<file path="config.mk">
export PLATFORM = sky130hd
export DESIGN_NAME = qif_syn_current_drv_flat
export DESIGN_NICKNAME = d
export VERILOG_FILES = /design/src/rtl/qif_syn_current_drv_if.sv /design/src/rtl/qif_syn_current_drv.sv /design/src/flat_wrapper.sv
export SDC_FILE = /design/constraint.sdc
export NUM_CORES = 1
export LEC_CHECK = 0
export CORE_MARGIN = 5
export CORE_UTILIZATION = 40
export CTS_CLUSTER_SIZE = 40
export DETAILED_ROUTE_END_ITERATION = 10
export PLACE_DENSITY_LB_ADDON = 0.15
export SLEW_MARGIN = 5
export SYNTH_ARGS = -nofsm -noshare
export SYNTH_HDL_FRONTEND = slang
export SYNTH_SLANG_ARGS = --single-unit
</file>
<file path="constraint.sdc">
create_clock -name clk -period 5.7 [get_ports clk]
set_input_delay 0.57 -clock clk [delete_from_list [all_inputs] [get_ports clk]]
set_output_delay 0.57 -clock clk [all_outputs]
set_load 0.01 [all_outputs]
</file>
<file path="src/rtl/qif_syn_current_drv_if.sv">
`default_nettype none
// ============================================================================
// Module      : qif_syn_current_drv_if
// Description : Spike-event handshake bundle (valid/ready plus signed weight)
//               between a spike source and the synaptic current driver.
// Revision    : 1.0 - initial release
// ============================================================================
interface qif_syn_current_drv_if;
    logic              spk_valid;
    logic signed [7:0] spk_weight;
    logic              spk_ready;

    modport master (output spk_valid, output spk_weight, input spk_ready);
    modport slave  (input spk_valid, input spk_weight, output spk_ready);
endinterface
`default_nettype wire

</file>
<file path="src/rtl/qif_syn_current_drv.sv">
`default_nettype none
// ============================================================================
// Module      : qif_syn_current_drv
// Description : Synaptic current driver for the 8-bit QIF neuron. Buffers
//               weighted spike events in a small FIFO, integrates them into a
//               12-bit leaky accumulator and presents it saturated to signed
//               8 bits as I_syn.
// Revision    : 1.0 - initial release
// ============================================================================
module qif_syn_current_drv #(
    parameter int DEPTH        = 4,
    parameter int DECAY_SHIFT  = 3,
    parameter int DECAY_PERIOD = 4
) (
    input  wire                         clk,
    input  wire                         rst_n,
    qif_syn_current_drv_if.slave        spk,
    input  wire                         pause,
    output logic signed [7:0]           I_syn,
    output logic                        ovf,
    output logic [$clog2(DEPTH):0]      fifo_cnt
);

    localparam int c_PTR_W  = $clog2(DEPTH);
    localparam int c_CNT_W  = c_PTR_W + 1;
    localparam int c_DCNT_W = (DECAY_PERIOD > 1) ? $clog2(DECAY_PERIOD) : 1;

    localparam logic [c_CNT_W-1:0]  c_FULL      = c_CNT_W'(DEPTH);
    localparam logic [c_DCNT_W-1:0] c_DCNT_LAST = c_DCNT_W'(DECAY_PERIOD - 1);

    // Rounding bias that turns an arithmetic shift into truncation toward zero
    localparam logic signed [13:0] c_BIAS   = 14'((1 << DECAY_SHIFT) - 1);
    localparam logic signed [13:0] c_SUM_HI = 14'sd2047;
    localparam logic signed [13:0] c_SUM_LO = -14'sd2048;
    localparam logic signed [11:0] c_ACC_HI = 12'sh7FF;
    localparam logic signed [11:0] c_ACC_LO = 12'sh800;
    localparam logic signed [11:0] c_OUT_HI = 12'sd127;
    localparam logic signed [11:0] c_OUT_LO = -12'sd128;

    logic signed [7:0]    mem_q [DEPTH];
    logic [c_PTR_W-1:0]   wr_ptr_q, wr_ptr_d;
    logic [c_PTR_W-1:0]   rd_ptr_q, rd_ptr_d;
    logic [c_CNT_W-1:0]   cnt_q, cnt_d;
    logic                 ready_q, ready_d;
    logic [c_DCNT_W-1:0]  dcnt_q, dcnt_d;
    logic signed [11:0]   acc_q, acc_d;
    logic signed [7:0]    isyn_q, isyn_d;
    logic                 ovf_q, ovf_d;

    logic                 w_push;
    logic                 w_pop;
    logic                 w_tick;
    logic signed [7:0]    w_head;
    logic signed [13:0]   w_acc_ext;
    logic signed [13:0]   w_bias_sum;
    logic signed [13:0]   w_decay;
    logic signed [13:0]   w_wext;
    logic signed [13:0]   w_sum;
    logic                 w_clamp;

    // Handshake, pop and decay-tick qualifiers
    always_comb begin
        w_push = spk.spk_valid & ready_q;
        w_pop  = (cnt_q != '0) & ~pause;
        w_tick = (dcnt_q == c_DCNT_LAST);
        w_head = mem_q[rd_ptr_q];
    end

    // FIFO pointers, occupancy, registered ready and decay counter
    always_comb begin
        wr_ptr_d = wr_ptr_q;
        rd_ptr_d = rd_ptr_q;
        cnt_d    = cnt_q;
        if (w_push) begin
            wr_ptr_d = wr_ptr_q + c_PTR_W'(1);
        end
        if (w_pop) begin
            rd_ptr_d = rd_ptr_q + c_PTR_W'(1);
        end
        case ({w_push, w_pop})
            2'b10:   cnt_d = cnt_q + c_CNT_W'(1);
            2'b01:   cnt_d = cnt_q - c_CNT_W'(1);
            default: cnt_d = cnt_q;
        endcase
        // Ready looks only at next occupancy, so a full FIFO refuses a push
        // even in a cycle where it also pops.
        ready_d = (cnt_d != c_FULL);
        dcnt_d  = w_tick ? '0 : dcnt_q + c_DCNT_W'(1);
    end

    // Leaky accumulator update with 12-bit and 8-bit saturation
    always_comb begin
        w_acc_ext  = {{2{acc_q[11]}}, acc_q};
        w_bias_sum = w_acc_ext + (acc_q[11] ? c_BIAS : 14'sd0);
        w_decay    = w_tick ? (w_bias_sum >>> DECAY_SHIFT) : 14'sd0;
        w_wext     = w_pop ? {{6{w_head[7]}}, w_head} : 14'sd0;
        w_sum      = w_acc_ext - w_decay + w_wext;

        if (w_sum > c_SUM_HI) begin
            acc_d = c_ACC_HI;
        end else if (w_sum < c_SUM_LO) begin
            acc_d = c_ACC_LO;
        end else begin
            acc_d = w_sum[11:0];
        end

        w_clamp = 1'b0;
        if (acc_d > c_OUT_HI) begin
            isyn_d  = 8'sd127;
            w_clamp = 1'b1;
        end else if (acc_d < c_OUT_LO) begin
            isyn_d  = 8'sh80;
            w_clamp = 1'b1;
        end else begin
            isyn_d  = acc_d[7:0];
        end
        ovf_d = ovf_q | w_clamp;
    end

    // Event storage; writes are suppressed while reset is asserted
    always_ff @(posedge clk) begin
        if (w_push && !rst_n) begin
            mem_q[wr_ptr_q] <= spk.spk_weight;
        end
    end

    // State registers; reset overrides any push, pop or decay in the same cycle
    always_ff @(posedge clk) begin
        if (rst_n) begin
            wr_ptr_q <= '0;
            rd_ptr_q <= '0;
            cnt_q    <= '0;
            ready_q  <= 1'b1;
            dcnt_q   <= '0;
            acc_q    <= '0;
            isyn_q   <= '0;
            ovf_q    <= 1'b0;
        end else begin
            wr_ptr_q <= wr_ptr_d;
            rd_ptr_q <= rd_ptr_d;
            cnt_q    <= cnt_d;
            ready_q  <= ready_d;
            dcnt_q   <= dcnt_d;
            acc_q    <= acc_d;
            isyn_q   <= isyn_d;
            ovf_q    <= ovf_d;
        end
    end

    assign spk.spk_ready = ready_q;
    assign I_syn         = isyn_q;
    assign ovf           = ovf_q;
    assign fifo_cnt      = cnt_q;

endmodule
`default_nettype wire

</file>
<file path="src/flat_wrapper.sv">
// flat-port wrapper written by rule: the top's interface ports become plain ports
module qif_syn_current_drv_flat 
#(
    parameter int DEPTH        = 4,
    parameter int DECAY_SHIFT  = 3,
    parameter int DECAY_PERIOD = 4
)
  (clk, rst_n, pause, I_syn, ovf, fifo_cnt, spk_spk_valid, spk_spk_weight, spk_spk_ready);
  qif_syn_current_drv_if spk_i ();
  input  wire clk;
  input  wire rst_n;
  input  wire pause;
  output logic signed [7:0] I_syn;
  output logic ovf;
  output logic [$clog2(DEPTH):0] fifo_cnt;
  input wire logic [$bits(spk_i.spk_valid)-1:0] spk_spk_valid;
  input wire logic [$bits(spk_i.spk_weight)-1:0] spk_spk_weight;
  output wire logic [$bits(spk_i.spk_ready)-1:0] spk_spk_ready;
  assign spk_i.spk_valid = spk_spk_valid;
  assign spk_i.spk_weight = spk_spk_weight;
  assign spk_spk_ready = spk_i.spk_ready;
  qif_syn_current_drv #(.DEPTH(DEPTH), .DECAY_SHIFT(DECAY_SHIFT), .DECAY_PERIOD(DECAY_PERIOD)) u_core (.clk(clk), .rst_n(rst_n), .spk(spk_i), .pause(pause), .I_syn(I_syn), .ovf(ovf), .fifo_cnt(fifo_cnt));
endmodule
</file>
==> run_results.csv, run 1 <==
group,metric,value,unit
yosys,syn_area,3730,sq um
floorplan,die_area,11400,sq um
yosys,synth_cells,347,
yosys,syn_nets,394,
worst_setup_path,reg2reg_setup_slack,0.64,ns
timing,period_minus_slack,5.06,ns
timing,rsz0062_at_grt,"no",
yosys,ys_seq_area_share,43.5,%
finish,stdcell_area,4300,sq um
grt,globalRouteTotalUtil,13.9,%
status,status,"complete, no violations",
place,dp_hpwl,5730,microns
place,place_congestion,0.776,
finish,diodes,0,
yosys,synth-seq-cells,65,
clocking,cts_tree,"done",
route,drc,0,
yosys,synth_top_area_share,25.8,%
clocking,cts-buffers-inserted,9,
place,io_buffers,24,
yosys,synth-edff-count,32,
grt,met2_usage,22.6,%
yosys,synth_ff_type,"dfxtp_1",
yosys,avgSynthCellArea,10.8,sq um
worst_setup_path,r2r-start,"u_core.acc_q[11]",
timing,drv_slew,0,
floorplan,io_pins,25,
worst_setup_path,critical_path_required,5.91,ns
grt,grt_pass1_vias,2565,
route,wirelength,7360,microns
grt,grt_most_used_layer,"met2",
route,ant_nets,0,
route,routedWlPerCell,15.0,microns
grt,grt_use_met3,3.19,%
hold_path,hold_path_class,"flip-flop to flip-flop",
finish,areaGrowthSynthToFinish,15.3,%
route,drtPass1Iterations,4,
place,dpl_cell_area,4080,sq um
job,max-cap-violations,0,
yosys,yosys_warnings,0,
clocking,cts_sinks,65,
finish,fin_util,47.0,%
worst_setup_path,worstPathArrival,5.26,ns
clocking,cts_resized,0,
worst_setup_path,crit_type,"flip-flop to flip-flop",
worst_setup_path,cp-startpoint,"u_core.acc_q[11]",
grt,grt_max_degree,27,
timing,fin_setup_tns,0,ns
worst_setup_path,cp-start-kind,"flip-flop",
floorplan,fp-row-count,35,
clocking,post_cts_buffers,0,
clocking,htree_levels,3,
floorplan,die_height,107,microns
worst_setup_path,worst_setup_path_end_kind,"flip-flop",
yosys,yosysTopAreaCell,"edfxtp_1",
clocking,ctsLongestPathBuffers,2,
grt,grtUsageMet1,18.6,%
finish,nets,422,
clocking,cts_root_buffer,"clkbuf_8",
timing,setup_viol_count_final,0,
timing,slew_headroom,56.8,%
yosys,ys_types,53,
route,vias,2483,
worst_setup_path,cp_max_fo,8,
yosys,synth_area_leaders,"edfxtp_1 (26%), dfxtp_1 (18%), ha_1 (7.4%)",
yosys,async_flop_share,0,%
timing,report.final.hold_viol_count,0,
worst_setup_path,reg2reg_to,"u_core.I_syn[2]",
finish,drive_above_1_share,9.21,%
route,drt_iter0_drc,100,
floorplan,core,9150,sq um
timing,clock.fmax,0.198,GHz
worst_setup_path,cp-endpoint,"u_core.I_syn[2]",
floorplan,initial_core_util,40.8,%
worst_setup_path,r2r_cells,17,
grt,grt.overflow.total,0,
floorplan,die_w,107,microns
timing,clock-skew-final,0.00832,ns
timing,worst_pin_slew,0.643,ns
grt,antenna_found_initial,0,
timing,timing.final.crit_share,88.7,%
clocking,clk_pin_slew,0.07,ns
clocking,clk_latency,0.34,ns
route,routed_via_density,5.06,
clocking,cts-hold-fix-buffers,0,
grt,grt_pass1_wl,12400,microns
## stage by stage
stage | hold WS [ns] | setup slack, ns | instances
after floorplan | 0.404 | 1.14 | 347
after global placement | 0.413 | 0.741 | 475
after detailed placement | 0.419 | 0.659 | 475
after CTS | 0.430 | 0.644 | 491
after global routing | 0.458 | 0.227 | 491
final | 0.428 | 0.645 | 491
## cell usage after synthesis (all sizes together), types with 7 or more instances
| cell | number |
|---|---|
| a21oi | 14 |
| and2 | 13 |
| clkbuf | 8 |
| dfxtp | 33 |
| edfxtp | 32 |
| fa | 13 |
| ha | 22 |
| inv | 38 |
| mux4 | 7 |
| nand2 | 20 |
| nand3 | 12 |
| nor2 | 33 |
| nor3 | 7 |
| o21ai | 14 |
| xnor2 | 13 |
| xor2 | 10 |
## layout make-up
| class | count | area [sq um] |
|---|---|---|
| clock buffers | 9 | 124 |
| inverters | 38 | 143 |
| repair buffers | 26 | 255 |
| well taps | 111 | 139 |
| clock inverters | 7 | 93.8 |
| multi-input cells | 235 | 1930 |
| flip-flops and latches | 65 | 1620 |
| fillers | 857 | 4850 |
## logic make-up (layout without fill, tap and decap cells)
group                    Yosys count  count (layout)  share of synthesized area (%)
AND/OR/NAND/NOR                  109             109                           14.7
flip-flops                        65              65                           43.5
AO/OA/AOI/OAI                     58              58                           11.9
buffers and inverters             47              80                           4.93
adder cells (fa/ha/maj)           35              35                           14.4
XOR/XNOR                          23              23                           5.60
multiplexers                      10              10                           5.06
## sequential cells by signal, indices dropped and copies added, names as in the netlist, named ones only
name	cells
u_core.ovf	1
u_core.acc_q	12
u_core.rd_ptr_q	2
u_core.fifo_cnt	3
u_core.wr_ptr_q	2
u_core.I_syn	8
u_core.dcnt_q	2
u_core.mem_q	32
u_core.spk.spk_ready	1
## critical path, stage by stage (launching register included)
cell and delay, ns:
dfxtp_1 0.37, ha_1 0.30, a31o_2 0.14, a21oi_1 0.08, or4_1 0.49, nor3_1 0.39, nand4_1 0.20, xnor2_1 0.17
nand2_1 0.08, fa_1 0.46, ha_1 0.39, and2_1 0.28, and3_4 0.21, a22o_1 0.23, o41ai_4 0.46, nor2_1 0.17
a41oi_2 0.37, o21ai_1 0.12
## layer usage
metal	vias to the layer above	wire length, microns
met5	-	0
met4	0	71
met3	5	248
met2	36	3490
met1	1177	3550
li1	1265	-
## how the worst min path moves through the flow
stage / from / to / slack (ns) / depth (start not counted)
finish: u_core.dcnt_q[0] / u_core.dcnt_q[0] / 0.43 / 1
detailed placement: u_core.dcnt_q[0] / u_core.dcnt_q[0] / 0.42 / 1
global placement: u_core.dcnt_q[0] / u_core.dcnt_q[0] / 0.41 / 1
floorplan: u_core.dcnt_q[0] / u_core.dcnt_q[0] / 0.40 / 1
CTS: u_core.dcnt_q[0] / u_core.dcnt_q[0] / 0.43 / 1
global route: u_core.dcnt_q[0] / u_core.dcnt_q[0] / 0.46 / 1
## cell usage in the layout (no fill, tap or decap), drive strengths merged, types with 12 or more instances in the layout
master | Yosys | routed
a21oi | 14 | 14
and2 | 13 | 13
clkdlybuf4s50 | 0 | 24
dfxtp | 33 | 33
edfxtp | 32 | 32
fa | 13 | 13
ha | 22 | 22
inv | 38 | 39
nand2 | 20 | 20
nand3 | 12 | 12
nor2 | 33 | 33
o21ai | 14 | 14
xnor2 | 13 | 13
Power of run 1 is not shown: default switching activity piles up to over one toggle a cycle in this logic, so the estimate is an artifact.
==> inputs of run 2 (changes only) <==
--- a/config.mk
+++ b/config.mk
@@ -6,7 +6,7 @@
 export NUM_CORES = 1
 export LEC_CHECK = 0
 export CORE_MARGIN = 5
-export CORE_UTILIZATION = 40
+export CORE_UTILIZATION = 56
 export CTS_CLUSTER_SIZE = 40
 export DETAILED_ROUTE_END_ITERATION = 10
 export PLACE_DENSITY_LB_ADDON = 0.15
==> run 2 against run 1 <==
- sequential cell count did not move
- clock-buffer cell count rose by 1
- first-iteration DRC count rose by 20%
- critical path type unchanged
- critical endpoint is now u_core.I_syn[1]
==> run_results.csv, run 2 (synthesis gave the netlist of run 1 again) <==
group,metric,value,unit
status,status,"complete, no violations",
route,ant_nets,0,
worst_setup_path,cp_common_cell,"ha_1",
hold_path,hold_path_class,"flip-flop to flip-flop",
worst_setup_path,worst_setup_path_end_kind,"flip-flop",
timing,slew_headroom,46.4,%
worst_setup_path,cp_max_fo,8,
route,drc,0,
clocking,ctsLongestPathBuffers,2,
finish,largest_reg_flops,32,
route,vias,2582,
worst_setup_path,cp_num_buf_inv,0,
worst_setup_path,r2r-start,"u_core.acc_q[11]",
finish,areaGrowthSynthToFinish,14.6,%
hold_path,hold_end,"u_core.dcnt_q[0]",
floorplan,initial_core_util,58.1,%
floorplan,die_height,91.6,microns
finish,drive_above_1_share,8.97,%
worst_setup_path,cp-start-kind,"flip-flop",
floorplan,die_w,91.6,microns
worst_setup_path,critPathSlowestCell,"or4_1",
hold_path,hold_start,"u_core.dcnt_q[0]",
place,dp_hpwl,5660,microns
timing,period_minus_slack,5.05,ns
worst_setup_path,crit_family,"simple AND/OR/NAND/NOR gates",
timing,report.final.hold_viol_count,0,
route,drtPass1Iterations,4,
timing,clock-skew-final,0.00979,ns
worst_setup_path,worstPathArrival,5.27,ns
route,wirelength,7530,microns
grt,antenna_found_initial,0,
finish,top_register,"u_core.mem_q",
worst_setup_path,reg2reg_setup_slack,0.65,ns
floorplan,core,6420,sq um
timing,worst_pin_slew,0.800,ns
grt,grt_pass1_wl,12600,microns
worst_setup_path,r2r_cells,17,
place,place_congestion,0.877,
worst_setup_path,crit_type,"flip-flop to flip-flop",
route,drt_iter0_drc,120,
grt,grt_pass1_vias,2614,
hold_path,hold_depth,1,
job,max-cap-violations,0,
worst_setup_path,cp-startpoint,"u_core.acc_q[11]",
timing,timing.final.crit_share,88.6,%
clocking,clk_latency,0.35,ns
timing,setup_viol_count_final,0,
clocking,cts_root_buffer,"clkbuf_8",
clocking,cts_tree,"done",
worst_setup_path,slowest_delay,0.48,ns
route,routedWlPerCell,16.5,microns
floorplan,io_pins,25,
worst_setup_path,critical_path_required,5.92,ns
floorplan,die_area,8400,sq um
clocking,cts-hold-fix-buffers,0,
clocking,cts-buffers-inserted,9,
clocking,cts_sinks,65,
clocking,clk_pin_slew,0.07,ns
timing,fin_setup_tns,0,ns
timing,clock.fmax,0.198,GHz
floorplan,fp-row-count,29,
grt,grt_max_degree,27,
finish,nets,421,
clocking,htree_levels,3,
finish,final_cell_mix,"inv_1 (38), nor2_1 (33), dfxtp_1 (33)",
timing,drv_slew,0,
place,io_buffers,24,
clocking,cts_resized,0,
finish,diodes,0,
worst_setup_path,reg2reg_to,"u_core.I_syn[1]",
worst_setup_path,crit_chain,"ha_1, a31o_2, a21oi_1, or4_1, nor3_1, nand4_1, xnor2_1, nand2_1, fa_1, ha_1, and2_1, and3_4, a22o_1, o41ai_4, nor2_1, a41oi_2, o21ai_1",
finish,final_common_cell,"inv_1",
route,routed_via_density,5.66,
timing,rsz0062_at_grt,"no",
grt,globalRouteTotalUtil,19.2,%
clocking,post_cts_buffers,0,
grt,grt.overflow.total,0,
run 2: layout make-up:
class | instances | area, sq um
Clock inverter | 6 | 115
Multi-Input combinational cell | 235 | 1930
Clock buffer | 10 | 128
Sequential cell | 65 | 1620
Fill cell | 514 | 2150
Timing Repair Buffer | 25 | 248
Inverter | 38 | 143
Tap cell | 77 | 96.3
run 2: worst max path at each step:
stage | end | slack [ns] | cells after the start
6_report | u_core.I_syn[1] | 0.65 | 17
5_1_grt | u_core.I_syn[1] | 0.05 | 17
4_1_cts | u_core.I_syn[1] | 0.70 | 18
3_5_place_dp | u_core.I_syn[1] | 0.70 | 17
3_3_place_gp | u_core.I_syn[6] | 0.79 | 17
2_1_floorplan | u_core.I_syn[0] | 1.14 | 18
run 2: metrics by stage:
step / setup slack (ns) / hold slack, ns / utilization [%] / cell area, sq um / instances
CTS: 0.696 / 0.434 / 66.6 / 4280 / 456
finish: 0.651 / 0.431 / 66.6 / 4280 / 456
global route: 0.0519 / 0.465 / 66.6 / 4280 / 456
floorplan: 1.14 / 0.404 / - / 3730 / 347
detailed placement: 0.704 / 0.422 / 62.8 / 4030 / 440
global placement: 0.787 / 0.413 / 62.8 / 4030 / 440
run 2: layer usage:
metal | part of all wire [%] | track usage, %
met1 | 46 | 25.9
met2 | 47 | 29.6
met3 | 4.7 | 4.83
met4 | 2.0 | 8.29
met5 | 0 | 0
run 2: worst reg2reg max path: stages (launching register included):
cell and delay [ns]:
dfxtp_1 0.38, ha_1 0.30, a31o_2 0.14, a21oi_1 0.08
or4_1 0.48, nor3_1 0.40, nand4_1 0.20, xnor2_1 0.16
nand2_1 0.09, fa_1 0.44, ha_1 0.40, and2_1 0.29
and3_4 0.21, a22o_1 0.24, o41ai_4 0.45, nor2_1 0.17
a41oi_2 0.36, o21ai_1 0.13
Power of run 2 is left out for the same reason.
==> inputs of run 3 (changes only) <==
--- a/config.mk
+++ b/config.mk
@@ -10,7 +10,6 @@
 export CTS_CLUSTER_SIZE = 40
 export DETAILED_ROUTE_END_ITERATION = 10
 export PLACE_DENSITY_LB_ADDON = 0.15
-export SLEW_MARGIN = 5
 export SYNTH_ARGS = -nofsm -noshare
 export SYNTH_HDL_FRONTEND = slang
 export SYNTH_SLANG_ARGS = --single-unit
==> results of run 3 <==
Same layout as run 2: the final DEF is identical, and so are final timing and power.
Power of run 3 is left out for the same reason.
